File: config.mk
export PLATFORM = sky130hd
export DESIGN_NAME = touch_scan_ctrl
export DESIGN_NICKNAME = d
export VERILOG_FILES = /design/src/rtl/touch_pkg.sv /design/src/rtl/touch_avg_acc.sv /design/src/rtl/touch_scan_ctrl.sv
export SDC_FILE = /design/constraint.sdc
export NUM_CORES = 1
export LEC_CHECK = 0
export CORE_MARGIN = 3
export CORE_UTILIZATION = 37
export CTS_CLUSTER_SIZE = 12
export DETAILED_ROUTE_END_ITERATION = 6
export PLACE_DENSITY = 0.57
export SLEW_MARGIN = 20
export SYNTH_ARGS = -nofsm -noshare
export SYNTH_HDL_FRONTEND = slang
export SYNTH_SLANG_ARGS = --single-unit
export TNS_END_PERCENT = 50
File: constraint.sdc
create_clock -name FAB_CLK -period 7.25 [get_ports FAB_CLK]
set_input_delay 1.45 -clock FAB_CLK [delete_from_list [all_inputs] [get_ports FAB_CLK]]
set_output_delay 1.45 -clock FAB_CLK [all_outputs]
set_load 0.02 [all_outputs]
File: src/rtl/touch_pkg.sv
// rtl/touch_pkg.sv - shared states, plate drive patterns and ADC channel codes for the touch scanner
package touch_pkg;

  typedef enum logic [3:0] {
    ST_IDLE,
    ST_PEN_SETTLE,
    ST_PEN_SAMPLE,
    ST_X_SETTLE,
    ST_X_SAMPLE,
    ST_Y_SETTLE,
    ST_Y_SAMPLE,
    ST_ABORT,
    ST_GAP
  } state_e;

  // Plate bit order everywhere is {YM, YP, XM, XP}
  typedef struct packed {
    logic [3:0] drive;
    logic [3:0] oe;
  } drive_pat_t;

  localparam drive_pat_t PAT_OFF = '{drive: 4'b0000, oe: 4'b0000};
  // XP pulled high, YM pulled low: current flows only when the plates touch
  localparam drive_pat_t PAT_PEN = '{drive: 4'b0001, oe: 4'b1001};
  localparam drive_pat_t PAT_X   = '{drive: 4'b0001, oe: 4'b0011};
  localparam drive_pat_t PAT_Y   = '{drive: 4'b0100, oe: 4'b1100};

  localparam logic CH_XP = 1'b0;
  localparam logic CH_YP = 1'b1;

endpackage

File: src/rtl/touch_avg_acc.sv
// rtl/touch_avg_acc.sv - per-axis sample accumulator with truncating power-of-two average
module touch_avg_acc #(
  parameter int ADC_W    = 12,
  parameter int AVG_LOG2 = 2
) (
  input  logic             clk,
  input  logic             rst_n,
  input  logic             clr_i,
  input  logic             add_i,
  input  logic [ADC_W-1:0] sample_i,
  output logic [ADC_W-1:0] avg_next_o
);

  localparam int ACC_W = ADC_W + AVG_LOG2;

  logic [ACC_W-1:0] acc_q, acc_d, sum;

  // Next accumulator value; the average is taken from the sum that includes the
  // current sample so the caller can capture it on the final ACK cycle.
  always_comb begin
    sum = acc_q + ACC_W'(sample_i);
    acc_d = acc_q;
    if (clr_i) begin
      acc_d = '0;
    end else if (add_i) begin
      acc_d = sum;
    end
    avg_next_o = sum[ACC_W-1:AVG_LOG2];
  end

  // Accumulator register
  always_ff @(posedge clk or negedge rst_n) begin
    if (!rst_n) begin
      acc_q <= '0;
    end else begin
      acc_q <= acc_d;
    end
  end

endmodule

File: src/rtl/touch_scan_ctrl.sv
// rtl/touch_scan_ctrl.sv - resistive touchscreen plate sequencer, ADC requester and coordinate output
module touch_scan_ctrl
  import touch_pkg::*;
#(
  parameter int ADC_W        = 12,
  parameter int AVG_LOG2     = 2,
  parameter int SETTLE_CYC   = 64,
  parameter int SCAN_GAP_CYC = 1000,
  parameter int PEN_THRESH   = 200
) (
  input  logic             FAB_CLK,
  input  logic             MSS_RESET_N,
  input  logic             SCAN_EN,
  output logic [3:0]       DRIVE,
  output logic [3:0]       DRIVE_OE,
  output logic             ADC_REQ,
  output logic             ADC_CH,
  input  logic             ADC_ACK,
  input  logic [ADC_W-1:0] ADC_DATA,
  output logic             COORD_VALID,
  input  logic             COORD_READY,
  output logic [ADC_W-1:0] COORD_X,
  output logic [ADC_W-1:0] COORD_Y,
  output logic             PEN_DOWN,
  output logic             OVERRUN
);

  localparam int CNT_MAX = (SETTLE_CYC > SCAN_GAP_CYC) ? SETTLE_CYC : SCAN_GAP_CYC;
  localparam int CNT_W   = $clog2(CNT_MAX + 1);
  localparam int NSAMP   = 1 << AVG_LOG2;
  localparam int SMP_W   = AVG_LOG2 + 1;

  state_e           state_q, state_d;
  logic [CNT_W-1:0] cnt_q, cnt_d;
  logic [SMP_W-1:0] smp_q, smp_d;
  logic [3:0]       drv_q, drv_d, oe_q, oe_d;
  logic             req_q, req_d, ch_q, ch_d;
  logic             pen_q, pen_d, valid_q, valid_d, ovr_q, ovr_d;
  logic [ADC_W-1:0] xhold_q, xhold_d, cx_q, cx_d, cy_q, cy_d;
  logic             acc_clr, acc_add, load, ack, last_smp, settle_done, gap_done;
  logic [ADC_W-1:0] avg;

  touch_avg_acc #(.ADC_W(ADC_W), .AVG_LOG2(AVG_LOG2)) u_acc (
    .clk        (FAB_CLK),
    .rst_n      (MSS_RESET_N),
    .clr_i      (acc_clr),
    .add_i      (acc_add),
    .sample_i   (ADC_DATA),
    .avg_next_o (avg)
  );

  // Sequencer: next state, plate pattern, request and coordinate handshake
  always_comb begin
    state_d = state_q;
    cnt_d   = cnt_q;
    smp_d   = smp_q;
    drv_d   = drv_q;
    oe_d    = oe_q;
    req_d   = req_q;
    ch_d    = ch_q;
    pen_d   = pen_q;
    xhold_d = xhold_q;
    cx_d    = cx_q;
    cy_d    = cy_q;
    valid_d = valid_q;
    ovr_d   = ovr_q;
    acc_clr = 1'b0;
    acc_add = 1'b0;
    load    = 1'b0;

    // ACK only counts against an outstanding request
    ack         = ADC_ACK && req_q;
    last_smp    = (smp_q == SMP_W'(NSAMP - 1));
    settle_done = (cnt_q == CNT_W'(SETTLE_CYC - 1));
    gap_done    = (cnt_q == CNT_W'(SCAN_GAP_CYC - 1));

    case (state_q)
      ST_IDLE: begin
        if (SCAN_EN) begin
          state_d = ST_PEN_SETTLE;
          drv_d   = PAT_PEN.drive;
          oe_d    = PAT_PEN.oe;
          ch_d    = CH_YP;
          cnt_d   = '0;
          acc_clr = 1'b1;
        end
      end

      ST_PEN_SETTLE, ST_X_SETTLE, ST_Y_SETTLE: begin
        if (!SCAN_EN) begin
          state_d = ST_IDLE;
          drv_d   = PAT_OFF.drive;
          oe_d    = PAT_OFF.oe;
        end else if (settle_done) begin
          state_d = (state_q == ST_PEN_SETTLE) ? ST_PEN_SAMPLE :
                    (state_q == ST_X_SETTLE)   ? ST_X_SAMPLE   : ST_Y_SAMPLE;
          req_d   = 1'b1;
          smp_d   = '0;
        end else begin
          cnt_d = cnt_q + 1'b1;
        end
      end

      ST_PEN_SAMPLE, ST_X_SAMPLE, ST_Y_SAMPLE: begin
        if (!SCAN_EN) begin
          // A conversion already requested must be allowed to finish
          if (req_q && !ack) begin
            state_d = ST_ABORT;
          end else begin
            state_d = ST_IDLE;
            req_d   = 1'b0;
            drv_d   = PAT_OFF.drive;
            oe_d    = PAT_OFF.oe;
          end
        end else if (ack) begin
          req_d = 1'b0;
          if (state_q == ST_PEN_SAMPLE) begin
            pen_d = (ADC_DATA >= ADC_W'(PEN_THRESH));
            if (ADC_DATA >= ADC_W'(PEN_THRESH)) begin
              state_d = ST_X_SETTLE;
              drv_d   = PAT_X.drive;
              oe_d    = PAT_X.oe;
              ch_d    = CH_YP;
              cnt_d   = '0;
              acc_clr = 1'b1;
            end else begin
              state_d = ST_GAP;
              drv_d   = PAT_OFF.drive;
              oe_d    = PAT_OFF.oe;
              cnt_d   = '0;
            end
          end else begin
            acc_add = 1'b1;
            if (!last_smp) begin
              smp_d = smp_q + 1'b1;
            end else if (state_q == ST_X_SAMPLE) begin
              xhold_d = avg;
              state_d = ST_Y_SETTLE;
              drv_d   = PAT_Y.drive;
              oe_d    = PAT_Y.oe;
              ch_d    = CH_XP;
              cnt_d   = '0;
              acc_clr = 1'b1;
            end else begin
              load    = 1'b1;
              state_d = ST_GAP;
              drv_d   = PAT_OFF.drive;
              oe_d    = PAT_OFF.oe;
              cnt_d   = '0;
            end
          end
        end else if (!req_q) begin
          // One low cycle after each ACK, then request the next sample
          req_d = 1'b1;
        end
      end

      ST_ABORT: begin
        if (ack) begin
          state_d = ST_IDLE;
          req_d   = 1'b0;
          drv_d   = PAT_OFF.drive;
          oe_d    = PAT_OFF.oe;
        end
      end

      ST_GAP: begin
        if (gap_done) begin
          if (SCAN_EN) begin
            state_d = ST_PEN_SETTLE;
            drv_d   = PAT_PEN.drive;
            oe_d    = PAT_PEN.oe;
            ch_d    = CH_YP;
            cnt_d   = '0;
            acc_clr = 1'b1;
          end else begin
            state_d = ST_IDLE;
          end
        end else begin
          cnt_d = cnt_q + 1'b1;
        end
      end

      default: begin
        state_d = ST_IDLE;
        req_d   = 1'b0;
        drv_d   = PAT_OFF.drive;
        oe_d    = PAT_OFF.oe;
      end
    endcase

    // A completed pair always loads; it is an overrun only if the old pair is
    // still unread and not being accepted in this same cycle.
    if (load) begin
      cx_d    = xhold_q;
      cy_d    = avg;
      valid_d = 1'b1;
      if (valid_q && !COORD_READY) begin
        ovr_d = 1'b1;
      end
    end else if (valid_q && COORD_READY) begin
      valid_d = 1'b0;
    end

    if (!SCAN_EN) begin
      ovr_d = 1'b0;
    end
  end

  // State and output registers
  always_ff @(posedge FAB_CLK or negedge MSS_RESET_N) begin
    if (!MSS_RESET_N) begin
      state_q <= ST_IDLE;
      cnt_q   <= '0;
      smp_q   <= '0;
      drv_q   <= '0;
      oe_q    <= '0;
      req_q   <= 1'b0;
      ch_q    <= 1'b0;
      pen_q   <= 1'b0;
      xhold_q <= '0;
      cx_q    <= '0;
      cy_q    <= '0;
      valid_q <= 1'b0;
      ovr_q   <= 1'b0;
    end else begin
      state_q <= state_d;
      cnt_q   <= cnt_d;
      smp_q   <= smp_d;
      drv_q   <= drv_d;
      oe_q    <= oe_d;
      req_q   <= req_d;
      ch_q    <= ch_d;
      pen_q   <= pen_d;
      xhold_q <= xhold_d;
      cx_q    <= cx_d;
      cy_q    <= cy_d;
      valid_q <= valid_d;
      ovr_q   <= ovr_d;
    end
  end

  assign DRIVE       = drv_q;
  assign DRIVE_OE    = oe_q;
  assign ADC_REQ     = req_q;
  assign ADC_CH      = ch_q;
  assign COORD_VALID = valid_q;
  assign COORD_X     = cx_q;
  assign COORD_Y     = cy_q;
  assign PEN_DOWN    = pen_q;
  assign OVERRUN     = ovr_q;

endmodule

==> results of run 1 <==
## worst min-delay path by stage
stage / startpoint / end / slack (ns) / cells after the start
after floorplan: cnt_q[1] / cnt_q[1] / 0.47 / 2
final: PEN_DOWN / PEN_DOWN / 0.47 / 2
after detailed placement: PEN_DOWN / PEN_DOWN / 0.47 / 2
after CTS: PEN_DOWN / PEN_DOWN / 0.48 / 2
after global routing: xhold_q[0] / xhold_q[0] / 0.51 / 1
after global placement: DRIVE_OE[3] / DRIVE_OE[3] / 0.48 / 1
## through the flow
stage | instances | worst slack (ns) | utilization | power, mW
3_3_place_gp | 557 | 2.68 | 0.435 | 1.13
2_1_floorplan | 384 | 3.71 | - | 0.986
6_report | 573 | 2.87 | 0.467 | 1.66
3_5_place_dp | 557 | 2.56 | 0.435 | 1.14
5_1_grt | 573 | 2.61 | 0.467 | 1.76
4_1_cts | 573 | 2.88 | 0.467 | 1.68
## cell families (layout without fill, tap and decap cells)
kind of cell	Yosys count	count (layout)	share of synthesized area
adders and majority gates	16	16	0.0496
other	1	2	0.000896
xor gates and xnor gates	13	13	0.0272
DFF	76	76	0.454
muxes	43	43	0.122
and+or+nand+nor	102	102	0.129
AOI/OAI and AO/OA	106	106	0.181
buffers and inverters	26	75	0.0356
## critical path, cell delays in order
cell	delay, ns
sky130_fd_sc_hd__clkdlybuf4s50_1	0.88
sky130_fd_sc_hd__nor3b_1	0.53
sky130_fd_sc_hd__a21oi_1	0.08
sky130_fd_sc_hd__o21ai_0	0.31
sky130_fd_sc_hd__a2111o_4	0.27
sky130_fd_sc_hd__or2_1	0.66
sky130_fd_sc_hd__mux2_2	0.41
## registers in the layout, summed over array words and instances, names as in the netlist
signal       cells
cnt_q           10
smp_q            3
ADC_CH           1
COORD_VALID      1
ADC_REQ          1
state_q          4
PEN_DOWN         1
DRIVE_OE         4
COORD_Y         12
u_acc.acc_q     14
OVERRUN          1
COORD_X         12
xhold_q         12
## where the power goes
| part | leakage [nW] | internal [mW] | switching (mW) | total, mW |
|---|---|---|---|---|
| combinational | 1.25 | 0.247 | 0.308 | 0.555 |
| clock | 0.170 | 0.348 | 0.179 | 0.526 |
| sequential | 1.03 | 0.496 | 0.0789 | 0.575 |
| total | 2.46 | 1.09 | 0.566 | 1.66 |
## cells in the final DEF, fill, tap and decap left out, types with 3 or more instances in the layout
| cell | Yosys | final |
|---|---|---|
| sky130_fd_sc_hd__dfrtp_1 | 76 | 76 |
| sky130_fd_sc_hd__clkdlybuf4s50_1 | 0 | 50 |
| sky130_fd_sc_hd__mux2_2 | 32 | 32 |
| sky130_fd_sc_hd__nand2_1 | 28 | 28 |
| sky130_fd_sc_hd__a21oi_1 | 20 | 20 |
| sky130_fd_sc_hd__nor2_1 | 19 | 19 |
| sky130_fd_sc_hd__o21ai_0 | 17 | 17 |
| sky130_fd_sc_hd__ha_1 | 15 | 15 |
| sky130_fd_sc_hd__a21o_1 | 12 | 12 |
| sky130_fd_sc_hd__a22o_1 | 12 | 12 |
| sky130_fd_sc_hd__clkbuf_16 | 0 | 9 |
| sky130_fd_sc_hd__mux2_4 | 8 | 8 |
| sky130_fd_sc_hd__nand3_1 | 8 | 8 |
| sky130_fd_sc_hd__and3_1 | 8 | 8 |
| sky130_fd_sc_hd__xnor2_1 | 8 | 8 |
| sky130_fd_sc_hd__nand2b_1 | 7 | 7 |
| sky130_fd_sc_hd__o21bai_1 | 7 | 7 |
| sky130_fd_sc_hd__inv_1 | 7 | 7 |
| sky130_fd_sc_hd__xor2_1 | 5 | 5 |
| sky130_fd_sc_hd__a22oi_1 | 4 | 4 |
| sky130_fd_sc_hd__nor3_1 | 4 | 4 |
| sky130_fd_sc_hd__nor3b_1 | 4 | 4 |
| sky130_fd_sc_hd__and2_1 | 4 | 4 |
| sky130_fd_sc_hd__a211oi_1 | 4 | 4 |
| sky130_fd_sc_hd__o21a_1 | 4 | 4 |
| sky130_fd_sc_hd__a31oi_1 | 4 | 4 |
| sky130_fd_sc_hd__mux2i_1 | 3 | 3 |
| sky130_fd_sc_hd__nor4_1 | 3 | 3 |
| sky130_fd_sc_hd__a21boi_0 | 3 | 3 |
| sky130_fd_sc_hd__bufinv_16 | 0 | 3 |
## layout make-up
cell class              count  area, sq um  area share
clock buffers              11          243      0.0475
clock inverters             5          108      0.0211
inverters                   7         26.3     0.00514
multi-input cells         282         2140       0.419
flip-flops and latches     76         1900       0.372
well taps                 140          175      0.0343
repair buffers             52          515       0.101
## per-layer routing
layer | part of all wire | track usage | vias up
met5 | 0 | 0 | -
met4 | 0.010 | 0.0393 | 0
met3 | 0.045 | 0.0464 | 8
met2 | 0.48 | 0.255 | 64
met1 | 0.46 | 0.206 | 1550
li1 | - | - | 1502
==> impl_metrics.prom, run 1 <==
# TYPE chip_impl_metric gauge
chip_impl_metric{name="placed_area",unit="sq um"} 4760
chip_impl_info{name="post-synth-top-count-cell",value="sky130_fd_sc_hd__dfrtp_1"} 1
chip_impl_metric{name="cts_setup_buffers",unit=""} 0
chip_impl_metric{name="max_cap_viol_count",unit=""} 0
chip_impl_metric{name="fin_worst_skew",unit="ns"} 0.00998
chip_impl_metric{name="drt-initial-drc-count",unit=""} 141
chip_impl_info{name="crit_path_capture_type",value="register"} 1
chip_impl_metric{name="synth.avg_cell_area",unit="sq um"} 10.9
chip_impl_metric{name="number_of_nets_with_antenna_violations_after_routing",unit=""} 0
chip_impl_metric{name="post-dp-hpwl",unit="microns"} 6420
chip_impl_info{name="ctsRootBufferMaster",value="sky130_fd_sc_hd__clkbuf_16"} 1
chip_impl_metric{name="initial_utilization",unit=""} 0.383
chip_impl_metric{name="insertion_delay",unit="ns"} 0.34
chip_impl_metric{name="combined_area_of_all_synthesized_cells",unit="sq um"} 4190
chip_impl_metric{name="dieArea",unit="sq um"} 12600
chip_impl_info{name="worst_r2r_endpoint",value="xhold_q[3]"} 1
chip_impl_metric{name="core_area",unit="sq um"} 10900
chip_impl_metric{name="post_cts_hold_buffer_count",unit=""} 0
chip_impl_metric{name="routed-via-count",unit=""} 3124
chip_impl_metric{name="layout_worst_path_cycle_share",unit=""} 0.604
chip_impl_metric{name="floorplan.rows",unit=""} 38
chip_impl_metric{name="seq_area_frac_synth",unit=""} 0.454
chip_impl_metric{name="area_growth",unit="%"} 22.0
chip_impl_metric{name="total_power_divided_by_cell_area",unit="nW/um^2"} 324
chip_impl_metric{name="tightest_slew",unit="ns"} 0.988
chip_impl_metric{name="final-setup-viol-count",unit=""} 0
chip_impl_metric{name="relSlewSlack",unit=""} 0.342
chip_impl_info{name="cts_tree",value="yes"} 1
chip_impl_metric{name="cts_max_path_buffers",unit=""} 2
chip_impl_metric{name="final_area",unit="sq um"} 5110
chip_impl_info{name="cell_taking_the_most_area_after_synthesis",value="sky130_fd_sc_hd__dfrtp_1"} 1
chip_impl_metric{name="highest_clock_frequency_the_design_can_meet",unit="MHz"} 228
chip_impl_metric{name="worstPathRequired",unit="ns"} 7.47
chip_impl_metric{name="yosysWarningCount",unit=""} 0
chip_impl_metric{name="antenna_cells_inserted",unit=""} 0
chip_impl_metric{name="worstPathMaxFanout",unit=""} 20
chip_impl_metric{name="gp_weighted_congestion",unit=""} 0.903
chip_impl_info{name="run_status",value="finished, final reports clean"} 1
chip_impl_metric{name="fill_cells",unit=""} 1022
chip_impl_metric{name="r2r.worst_path.cells",unit=""} 6
chip_impl_metric{name="place.port_buffers",unit=""} 51
chip_impl_metric{name="grt.overflow.total",unit=""} 0
chip_impl_metric{name="ys_seq_elements",unit=""} 76
chip_impl_info{name="setup_cp_type",value="in -> reg"} 1
chip_impl_metric{name="routed_via_density",unit=""} 5.45
chip_impl_metric{name="post_synth_inst_count",unit=""} 383
chip_impl_metric{name="vdd.ir_drop.worst",unit="mV"} 0.148
chip_impl_metric{name="cts.htree.levels",unit=""} 3
chip_impl_info{name="synth_flop_cell",value="sky130_fd_sc_hd__dfrtp_1"} 1
chip_impl_metric{name="leakage",unit="nW"} 2.46
chip_impl_metric{name="worst-r2r-setup-slack",unit="ns"} 4.32
chip_impl_metric{name="postCtsResizedCells",unit=""} 0
chip_impl_metric{name="avgRoutedWirePerCell",unit="microns"} 16.3
chip_impl_metric{name="fin_tns_setup",unit="ns"} 0
chip_impl_metric{name="global_route_wire_length_before_repair",unit="microns"} 16000
chip_impl_metric{name="post-route-drc-count",unit=""} 0
chip_impl_info{name="synth_area_leaders",value="sky130_fd_sc_hd__dfrtp_1, sky130_fd_sc_hd__mux2_2, sky130_fd_sc_hd__ha_1"} 1
chip_impl_metric{name="die_width",unit="microns"} 112
chip_impl_metric{name="nNetsFinal",unit=""} 461
chip_impl_metric{name="worst_setup_hold_path_clk_slew",unit="ns"} 0.06
chip_impl_info{name="r2r-start",value="state_q[3]"} 1
chip_impl_info{name="startpoint_type",value="input pin"} 1
chip_impl_metric{name="yosysUniqueCellTypes",unit=""} 63
chip_impl_metric{name="finalHoldViolations",unit=""} 0
chip_impl_metric{name="synth_largest_type_area_fraction",unit=""} 0.454
chip_impl_info{name="synth_common_cells",value="sky130_fd_sc_hd__dfrtp_1, sky130_fd_sc_hd__mux2_2, sky130_fd_sc_hd__nand2_1, sky130_fd_sc_hd__a21oi_1, sky130_fd_sc_hd__nor2_1"} 1
chip_impl_metric{name="die_height",unit="microns"} 112
chip_impl_info{name="hold_path.class",value="reg -> reg"} 1
chip_impl_metric{name="grt_start_max_net_pins",unit=""} 77
chip_impl_metric{name="drt_first_pass_iters",unit=""} 4
chip_impl_metric{name="final_max_slew_viol_count",unit=""} 0
chip_impl_info{name="startpoint",value="SCAN_EN"} 1
chip_impl_info{name="cp-endpoint",value="xhold_q[3]"} 1
chip_impl_metric{name="vias_in_the_first_global_route",unit=""} 3199
chip_impl_metric{name="routed_wirelength",unit="microns"} 9370
chip_impl_info{name="grt_setup_unrepaired",value="no"} 1
chip_impl_metric{name="count_of_flip_flops_with_a_built_in_enable_after_synthesis",unit=""} 0
chip_impl_metric{name="gr-usage-all-layers",unit=""} 0.157
chip_impl_metric{name="finalWorstPathRequiredPeriod",unit="ns"} 4.38
chip_impl_metric{name="pin_count",unit=""} 54
chip_impl_metric{name="cts.sinks",unit=""} 76
chip_impl_metric{name="worst-endpoint-arrival",unit="ns"} 4.60
chip_impl_metric{name="number_of_buffers_inserted_during_clock_tree_synthesis",unit=""} 9
chip_impl_metric{name="layout-drive-gt1-share",unit=""} 0.157
chip_impl_metric{name="hold_slack",unit="ns"} 0.475
chip_impl_metric{name="async_reset_ff_frac",unit=""} 1.00
chip_impl_metric{name="antenna_violations_before_repair",unit=""} 0
No activity file was read; power rests on OpenSTA's default activity.
==> run 2, diff against run 1 <==
- clock period: 7.25 -> 4.2 ns (I/O delays scaled with it)
==> run 2 against run 1 <==
  * Global-route usage decreased by 0.38 points
  * Worst setup slack got worse by 2.0 ns
  * Clock skew decreased by 0.0039 ns
  * Register-to-register slack got worse by 2.9 ns
  * Largest cell class unchanged
  * Sequential share of layout area about the same
  * Worst hold slack got worse by 0.00079 ns
  * Largest power group unchanged
  * Count of clock-buffer cells in the layout decreased by 2
  * Total power increased by 70%
  * Clock power increased by 61%
  * Non-clock buffer count increased by 4
  * Wire length decreased by 0.79%
  * Cell area about the same
==> impl_metrics.prom, run 2 (synthesis gave the netlist of run 1 again) <==
# TYPE chip_impl_metric gauge
chip_impl_info{name="grt_setup_unrepaired",value="no"} 1
chip_impl_metric{name="grt.overflow.total",unit=""} 0
chip_impl_info{name="setup_cp_type",value="in -> reg"} 1
chip_impl_metric{name="finalHoldViolations",unit=""} 0
chip_impl_info{name="worst_r2r_endpoint",value="xhold_q[11]"} 1
chip_impl_info{name="ctsRootBufferMaster",value="sky130_fd_sc_hd__clkbuf_16"} 1
chip_impl_metric{name="power.combinational.fraction",unit=""} 0.349
chip_impl_metric{name="total_power_divided_by_cell_area",unit="nW/um^2"} 550
chip_impl_info{name="critPathTopFamily",value="compound AO/OA/AOI/OAI gates"} 1
chip_impl_metric{name="power.total",unit="mW"} 2.81
chip_impl_metric{name="routed_wirelength",unit="microns"} 9290
chip_impl_metric{name="gp_weighted_congestion",unit=""} 0.867
chip_impl_info{name="grt_busiest_layer",value="met2"} 1
chip_impl_metric{name="vias_in_the_first_global_route",unit=""} 3207
chip_impl_metric{name="nNetsFinal",unit=""} 465
chip_impl_metric{name="layout-drive-gt1-share",unit=""} 0.167
chip_impl_metric{name="fin_tns_setup",unit="ns"} 0
chip_impl_metric{name="drt-initial-drc-count",unit=""} 102
chip_impl_info{name="worstPathCellList",value="clkdlybuf4s50_1 -> ha_1 -> and3_1 -> a2111oi_0 -> a21oi_1 -> a31o_2 -> xor2_1 -> mux2_4"} 1
chip_impl_metric{name="worst-endpoint-arrival",unit="ns"} 3.55
chip_impl_metric{name="use_met2",unit=""} 0.246
chip_impl_metric{name="global_route_wire_length_before_repair",unit="microns"} 15800
chip_impl_metric{name="grt_start_max_net_pins",unit=""} 77
chip_impl_metric{name="vdd.ir_drop.worst",unit="mV"} 0.210
chip_impl_metric{name="antenna_violations_before_repair",unit=""} 0
chip_impl_metric{name="layout_worst_path_cycle_share",unit=""} 0.792
chip_impl_metric{name="die_width",unit="microns"} 112
chip_impl_metric{name="dieArea",unit="sq um"} 12600
chip_impl_metric{name="postCtsResizedCells",unit=""} 0
chip_impl_metric{name="p_sw_frac",unit=""} 0.353
chip_impl_metric{name="cts_max_path_buffers",unit=""} 2
chip_impl_metric{name="area_growth",unit="%"} 22.1
chip_impl_metric{name="drt_first_pass_iters",unit=""} 4
chip_impl_metric{name="largest_register_ff_count",unit=""} 14
chip_impl_metric{name="final_area",unit="sq um"} 5110
chip_impl_metric{name="post-route-drc-count",unit=""} 0
chip_impl_metric{name="leakage",unit="nW"} 2.46
chip_impl_info{name="min_delay_worst_endpoint",value="DRIVE_OE[3]"} 1
chip_impl_metric{name="power.net_switching",unit="uW"} 993
chip_impl_metric{name="placed_area",unit="sq um"} 4790
chip_impl_info{name="r2r-start",value="u_acc.acc_q[2]"} 1
chip_impl_metric{name="gr-usage-met3",unit=""} 0.0367
chip_impl_metric{name="gr-usage-all-layers",unit=""} 0.153
chip_impl_metric{name="worst-r2r-setup-slack",unit="ns"} 1.44
chip_impl_metric{name="routed-via-count",unit=""} 3121
chip_impl_info{name="hold_path_startpoint",value="DRIVE_OE[3]"} 1
chip_impl_info{name="crit_path_capture_type",value="register"} 1
chip_impl_metric{name="worstPathRequired",unit="ns"} 4.42
chip_impl_metric{name="avgRoutedWirePerCell",unit="microns"} 16.1
chip_impl_metric{name="final_max_slew_viol_count",unit=""} 0
chip_impl_metric{name="clkPwrFrac",unit=""} 0.301
chip_impl_metric{name="number_of_buffers_inserted_during_clock_tree_synthesis",unit=""} 9
chip_impl_metric{name="worst_setup_hold_path_clk_slew",unit="ns"} 0.06
chip_impl_metric{name="core_area",unit="sq um"} 10900
chip_impl_metric{name="insertion_delay",unit="ns"} 0.34
chip_impl_info{name="crit_path_top_delay_cell",value="sky130_fd_sc_hd__a2111oi_0"} 1
chip_impl_info{name="mostFrequentLayoutCells",value="sky130_fd_sc_hd__dfrtp_1, sky130_fd_sc_hd__clkdlybuf4s50_1, sky130_fd_sc_hd__mux2_2"} 1
chip_impl_info{name="max_flop_register",value="u_acc.acc_q"} 1
chip_impl_metric{name="cts_setup_buffers",unit=""} 0
chip_impl_metric{name="relSlewSlack",unit=""} 0.363
chip_impl_info{name="hold_path.class",value="reg -> reg"} 1
chip_impl_metric{name="critical-path-max-stage-delay",unit="ns"} 0.76
chip_impl_metric{name="tightest_slew",unit="ns"} 0.955
chip_impl_metric{name="grtUsageMet1",unit=""} 0.206
chip_impl_info{name="run_status",value="finished, final reports clean"} 1
chip_impl_metric{name="highest_clock_frequency_the_design_can_meet",unit="MHz"} 301
chip_impl_metric{name="antenna_cells_inserted",unit=""} 0
chip_impl_metric{name="initial_utilization",unit=""} 0.383
chip_impl_metric{name="post_cts_hold_buffer_count",unit=""} 0
chip_impl_metric{name="floorplan.rows",unit=""} 38
chip_impl_metric{name="cts.htree.levels",unit=""} 3
chip_impl_metric{name="holdPathStages",unit=""} 1
chip_impl_metric{name="power.internal",unit="mW"} 1.82
chip_impl_metric{name="number_of_nets_with_antenna_violations_after_routing",unit=""} 0
chip_impl_metric{name="place.port_buffers",unit=""} 51
chip_impl_metric{name="pin_count",unit=""} 54
chip_impl_info{name="cts_tree",value="yes"} 1
chip_impl_info{name="layout.cells.most_common",value="sky130_fd_sc_hd__dfrtp_1"} 1
chip_impl_metric{name="worstPathMaxFanout",unit=""} 5
chip_impl_metric{name="r2r.worst_path.cells",unit=""} 7
chip_impl_metric{name="worstPathBufferInverterCount",unit=""} 1
chip_impl_metric{name="final-setup-viol-count",unit=""} 0
chip_impl_info{name="startpoint_type",value="input pin"} 1
chip_impl_metric{name="max_cap_viol_count",unit=""} 0
chip_impl_metric{name="fill_cells",unit=""} 1067
chip_impl_metric{name="post-dp-hpwl",unit="microns"} 6380
chip_impl_metric{name="cts.sinks",unit=""} 76
chip_impl_metric{name="routed_via_density",unit=""} 5.41
chip_impl_metric{name="fin_worst_skew",unit="ns"} 0.00607
chip_impl_metric{name="finalWorstPathRequiredPeriod",unit="ns"} 3.32
chip_impl_metric{name="die_height",unit="microns"} 112
chip_impl_metric{name="share_seq_of_total_power",unit=""} 0.350
run 2: layer usage:
layer,part of all wire,wire [microns]
met1,0.48,4430
met4,0.013,123
met3,0.033,303
met5,0,0
met2,0.48,4430
run 2: layout make-up:
class	instances	area (sq um)	share of cell area
clock inverters	7	98.8	0.0193
clock buffers	9	225	0.0441
inverters	7	26.3	0.00514
repair buffers	56	546	0.107
multi-input cells	282	2140	0.419
flip-flops and latches	76	1900	0.372
well taps	140	175	0.0343
run 2: power groups by stage:
stage	sequential (mW)	clock, mW	combinational [mW]
2_1_floorplan	0.966	0	0.737
3_3_place_gp	0.995	0	0.971
3_5_place_dp	0.997	0	0.982
4_1_cts	0.984	0.877	0.988
5_1_grt	1.00	0.900	1.08
6_report	0.983	0.848	0.981
run 2: stage by stage:
stage	instances	util	setup slack, ns	hold WS, ns
floorplan	384	-	1.27	0.468
global placement	561	0.438	0.585	0.463
detailed placement	561	0.438	0.518	0.466
CTS	577	0.468	0.863	0.479
global route	577	0.468	0.627	0.516
finish	577	0.468	0.875	0.474
run 2: worst max path at each step:
stage | cells past startpoint | end | start
6_report | 8 | xhold_q[11] | ADC_DATA[2]
5_1_grt | 8 | COORD_Y[11] | ADC_DATA[3]
4_1_cts | 8 | xhold_q[11] | ADC_DATA[3]
3_5_place_dp | 8 | xhold_q[11] | ADC_DATA[3]
3_3_place_gp | 8 | xhold_q[11] | ADC_DATA[3]
2_1_floorplan | 7 | xhold_q[11] | ADC_DATA[2]
==> run 3, diff against run 2 <==
- clock period: 4.2 -> 3.2 ns (I/O delays scaled with it)
==> run 3 against run 2 <==
  * Non-clock buffer count rose by 9
  * Clock power rose by 24%
  * Via count fell by 0.26%
  * Count of clock-buffer cells in the layout rose by 1
  * Total power rose by 30%
  * Cell count rose by 1.6%
  * Critical path depth rose by 1
  * First-iteration DRC count fell by 6.9%
  * Worst hold slack got worse by 0.027 ns
  * Die area did not move
  * Core utilization rose by 0.59 points
==> impl_metrics.prom, run 3 (synthesis gave the netlist of run 1 again) <==
# TYPE chip_impl_metric gauge
chip_impl_metric{name="gp_weighted_congestion",unit=""} 0.884
chip_impl_metric{name="final-setup-viol-count",unit=""} 0
chip_impl_metric{name="seqCellArea",unit="sq um"} 1900
chip_impl_info{name="cts_tree",value="yes"} 1
chip_impl_metric{name="avgRoutedWirePerCell",unit="microns"} 15.8
chip_impl_metric{name="grtUsageMet1",unit=""} 0.209
chip_impl_metric{name="max_cap_viol_count",unit=""} 0
chip_impl_metric{name="grt.overflow.total",unit=""} 0
chip_impl_metric{name="pin_count",unit=""} 54
chip_impl_metric{name="power.total",unit="mW"} 3.65
chip_impl_info{name="grt_setup_unrepaired",value="no"} 1
chip_impl_metric{name="antenna_cells_inserted",unit=""} 0
chip_impl_metric{name="final_area",unit="sq um"} 5180
chip_impl_metric{name="cts_max_path_buffers",unit=""} 2
chip_impl_metric{name="cts_setup_buffers",unit=""} 0
chip_impl_metric{name="routed_wirelength",unit="microns"} 9250
chip_impl_metric{name="grt_start_max_net_pins",unit=""} 77
chip_impl_metric{name="finalWorstPathRequiredPeriod",unit="ns"} 2.87
chip_impl_metric{name="fill_cells",unit=""} 1036
chip_impl_metric{name="number_of_buffers_inserted_during_clock_tree_synthesis",unit=""} 9
chip_impl_info{name="hold_path.class",value="in -> async"} 1
chip_impl_metric{name="drt-initial-drc-count",unit=""} 95
chip_impl_info{name="max_flop_register",value="u_acc.acc_q"} 1
chip_impl_metric{name="tightest_slew",unit="ns"} 0.984
chip_impl_metric{name="vias_in_the_first_global_route",unit=""} 3058
chip_impl_metric{name="multi_input_gate_area_in_the_final_layout",unit="sq um"} 2140
chip_impl_info{name="mostFrequentLayoutCells",value="sky130_fd_sc_hd__dfrtp_1, sky130_fd_sc_hd__clkdlybuf4s50_1, sky130_fd_sc_hd__mux2_2"} 1
chip_impl_metric{name="fin_worst_skew",unit="ns"} 0.0101
chip_impl_info{name="grt_busiest_layer",value="met2"} 1
chip_impl_metric{name="gr-usage-met3",unit=""} 0.0377
chip_impl_info{name="run_status",value="finished, final reports clean"} 1
chip_impl_metric{name="floorplan.rows",unit=""} 38
chip_impl_metric{name="insertion_delay",unit="ns"} 0.34
chip_impl_metric{name="placed_area",unit="sq um"} 4870
chip_impl_metric{name="gr-usage-all-layers",unit=""} 0.153
chip_impl_info{name="ctsRootBufferMaster",value="sky130_fd_sc_hd__clkbuf_16"} 1
chip_impl_metric{name="worstPathMaxFanout",unit=""} 3
chip_impl_metric{name="worstPathRequired",unit="ns"} 3.43
chip_impl_metric{name="final_max_slew_viol_count",unit=""} 0
chip_impl_metric{name="finalHoldViolations",unit=""} 0
chip_impl_info{name="layout.cells.most_common",value="sky130_fd_sc_hd__dfrtp_1"} 1
chip_impl_metric{name="layout-drive-gt1-share",unit=""} 0.184
chip_impl_info{name="crit_path_capture_type",value="register"} 1
chip_impl_metric{name="worst_setup_hold_path_clk_slew",unit="ns"} 0.06
chip_impl_metric{name="leakage",unit="nW"} 2.50
chip_impl_metric{name="place.port_buffers",unit=""} 51
chip_impl_metric{name="layout_worst_path_cycle_share",unit=""} 0.898
chip_impl_info{name="startpoint_type",value="input pin"} 1
chip_impl_metric{name="cts.htree.levels",unit=""} 3
chip_impl_metric{name="number_of_nets_with_antenna_violations_after_routing",unit=""} 0
chip_impl_metric{name="die_width",unit="microns"} 112
chip_impl_metric{name="use_met2",unit=""} 0.243
chip_impl_metric{name="vdd.ir_drop.worst",unit="mV"} 0.291
chip_impl_metric{name="relSlewSlack",unit=""} 0.344
chip_impl_metric{name="largest_register_ff_count",unit=""} 14
chip_impl_metric{name="total_power_divided_by_cell_area",unit="nW/um^2"} 704
chip_impl_metric{name="fin_ws",unit="ns"} 0.328
chip_impl_metric{name="initial_utilization",unit=""} 0.383
chip_impl_metric{name="post-dp-hpwl",unit="microns"} 6490
chip_impl_metric{name="cts.sinks",unit=""} 76
chip_impl_metric{name="highest_clock_frequency_the_design_can_meet",unit="MHz"} 348
chip_impl_metric{name="global_route_wire_length_before_repair",unit="microns"} 15700
chip_impl_metric{name="worst-endpoint-arrival",unit="ns"} 3.10
chip_impl_metric{name="die_height",unit="microns"} 112
chip_impl_metric{name="post-route-drc-count",unit=""} 0
chip_impl_metric{name="core_area",unit="sq um"} 10900
chip_impl_info{name="setup_cp_type",value="in -> reg"} 1
chip_impl_metric{name="pre_cts_ws",unit="ns"} -0.0269
chip_impl_metric{name="routed-via-count",unit=""} 3113
chip_impl_metric{name="dieArea",unit="sq um"} 12600
chip_impl_metric{name="area_growth",unit="%"} 23.7
chip_impl_metric{name="postCtsResizedCells",unit=""} 0
chip_impl_metric{name="nNetsFinal",unit=""} 474
chip_impl_metric{name="antenna_violations_before_repair",unit=""} 0
chip_impl_metric{name="drt_first_pass_iters",unit=""} 4
chip_impl_metric{name="routed_via_density",unit=""} 5.31
chip_impl_metric{name="post_cts_hold_buffer_count",unit=""} 0
run 3: cell count changes in the layout (fill, tap and decap cells not counted), sizes merged:
| cell | previous run | this run |
|---|---|---|
| clkbuf | 9 | 10 |
| buf | 6 | 15 |
| clkinv | 2 | 0 |
| clkinvlp | 1 | 3 |
| bufinv | 2 | 1 |
run 3: final timing paths:
kind	startpoint	endpoint	slack [ns]	cells after the start
worst min-delay path	MSS_RESET_N	cnt_q[9]	0.45	1
worst max-delay path	ADC_DATA[0]	xhold_q[8]	0.33	9
max in group asynchronous	MSS_RESET_N	state_q[3]	2.10	1
min in group FAB_CLK	PEN_DOWN	PEN_DOWN	0.48	2
worst max register to register	cnt_q[0]	state_q[1]	0.55	7
worst min register to register	PEN_DOWN	PEN_DOWN	0.48	2
run 3: routing by layer:
| metal | share of wire | routed length, microns |
|---|---|---|
| met1 | 0.49 | 4530 |
| met4 | 0.014 | 133 |
| met5 | 0 | 0 |
| met2 | 0.46 | 4240 |
| met3 | 0.037 | 345 |
run 3: where the power goes:
part | internal (mW) | switching, mW | total [mW]
combinational | 0.603 | 0.704 | 1.31
clock | 0.630 | 0.418 | 1.05
sequential | 1.12 | 0.169 | 1.29
total | 2.36 | 1.29 | 3.65
run 3: critical path, stage by stage:
cell                              delay (ns)
sky130_fd_sc_hd__clkdlybuf4s50_1        0.42
sky130_fd_sc_hd__ha_1                   0.24
sky130_fd_sc_hd__fa_1                   0.46
sky130_fd_sc_hd__a211oi_1               0.32
sky130_fd_sc_hd__o211ai_1               0.19
sky130_fd_sc_hd__a31o_2                 0.26
sky130_fd_sc_hd__a21oi_1                0.16
sky130_fd_sc_hd__xnor2_1                0.12
sky130_fd_sc_hd__mux2_4                 0.27
run 3: cell type report:
cell class,instances,share of cell area
well taps,140,0.0338
multi-input cells,282,0.413
clock inverters,6,0.0135
repair buffers,65,0.121
flip-flops and latches,76,0.367
clock buffers,10,0.0462
inverters,7,0.00507
run 3: per-stage QoR:
stage	hold WS [ns]	TNS, ns	std cells	utilization
after floorplan	0.344	0	384	-
after global placement	0.463	-0.0502	570	0.445
after detailed placement	0.469	-0.0538	570	0.445
after CTS	0.483	0	586	0.473
after global routing	0.493	0	586	0.473
final	0.446	0	586	0.473
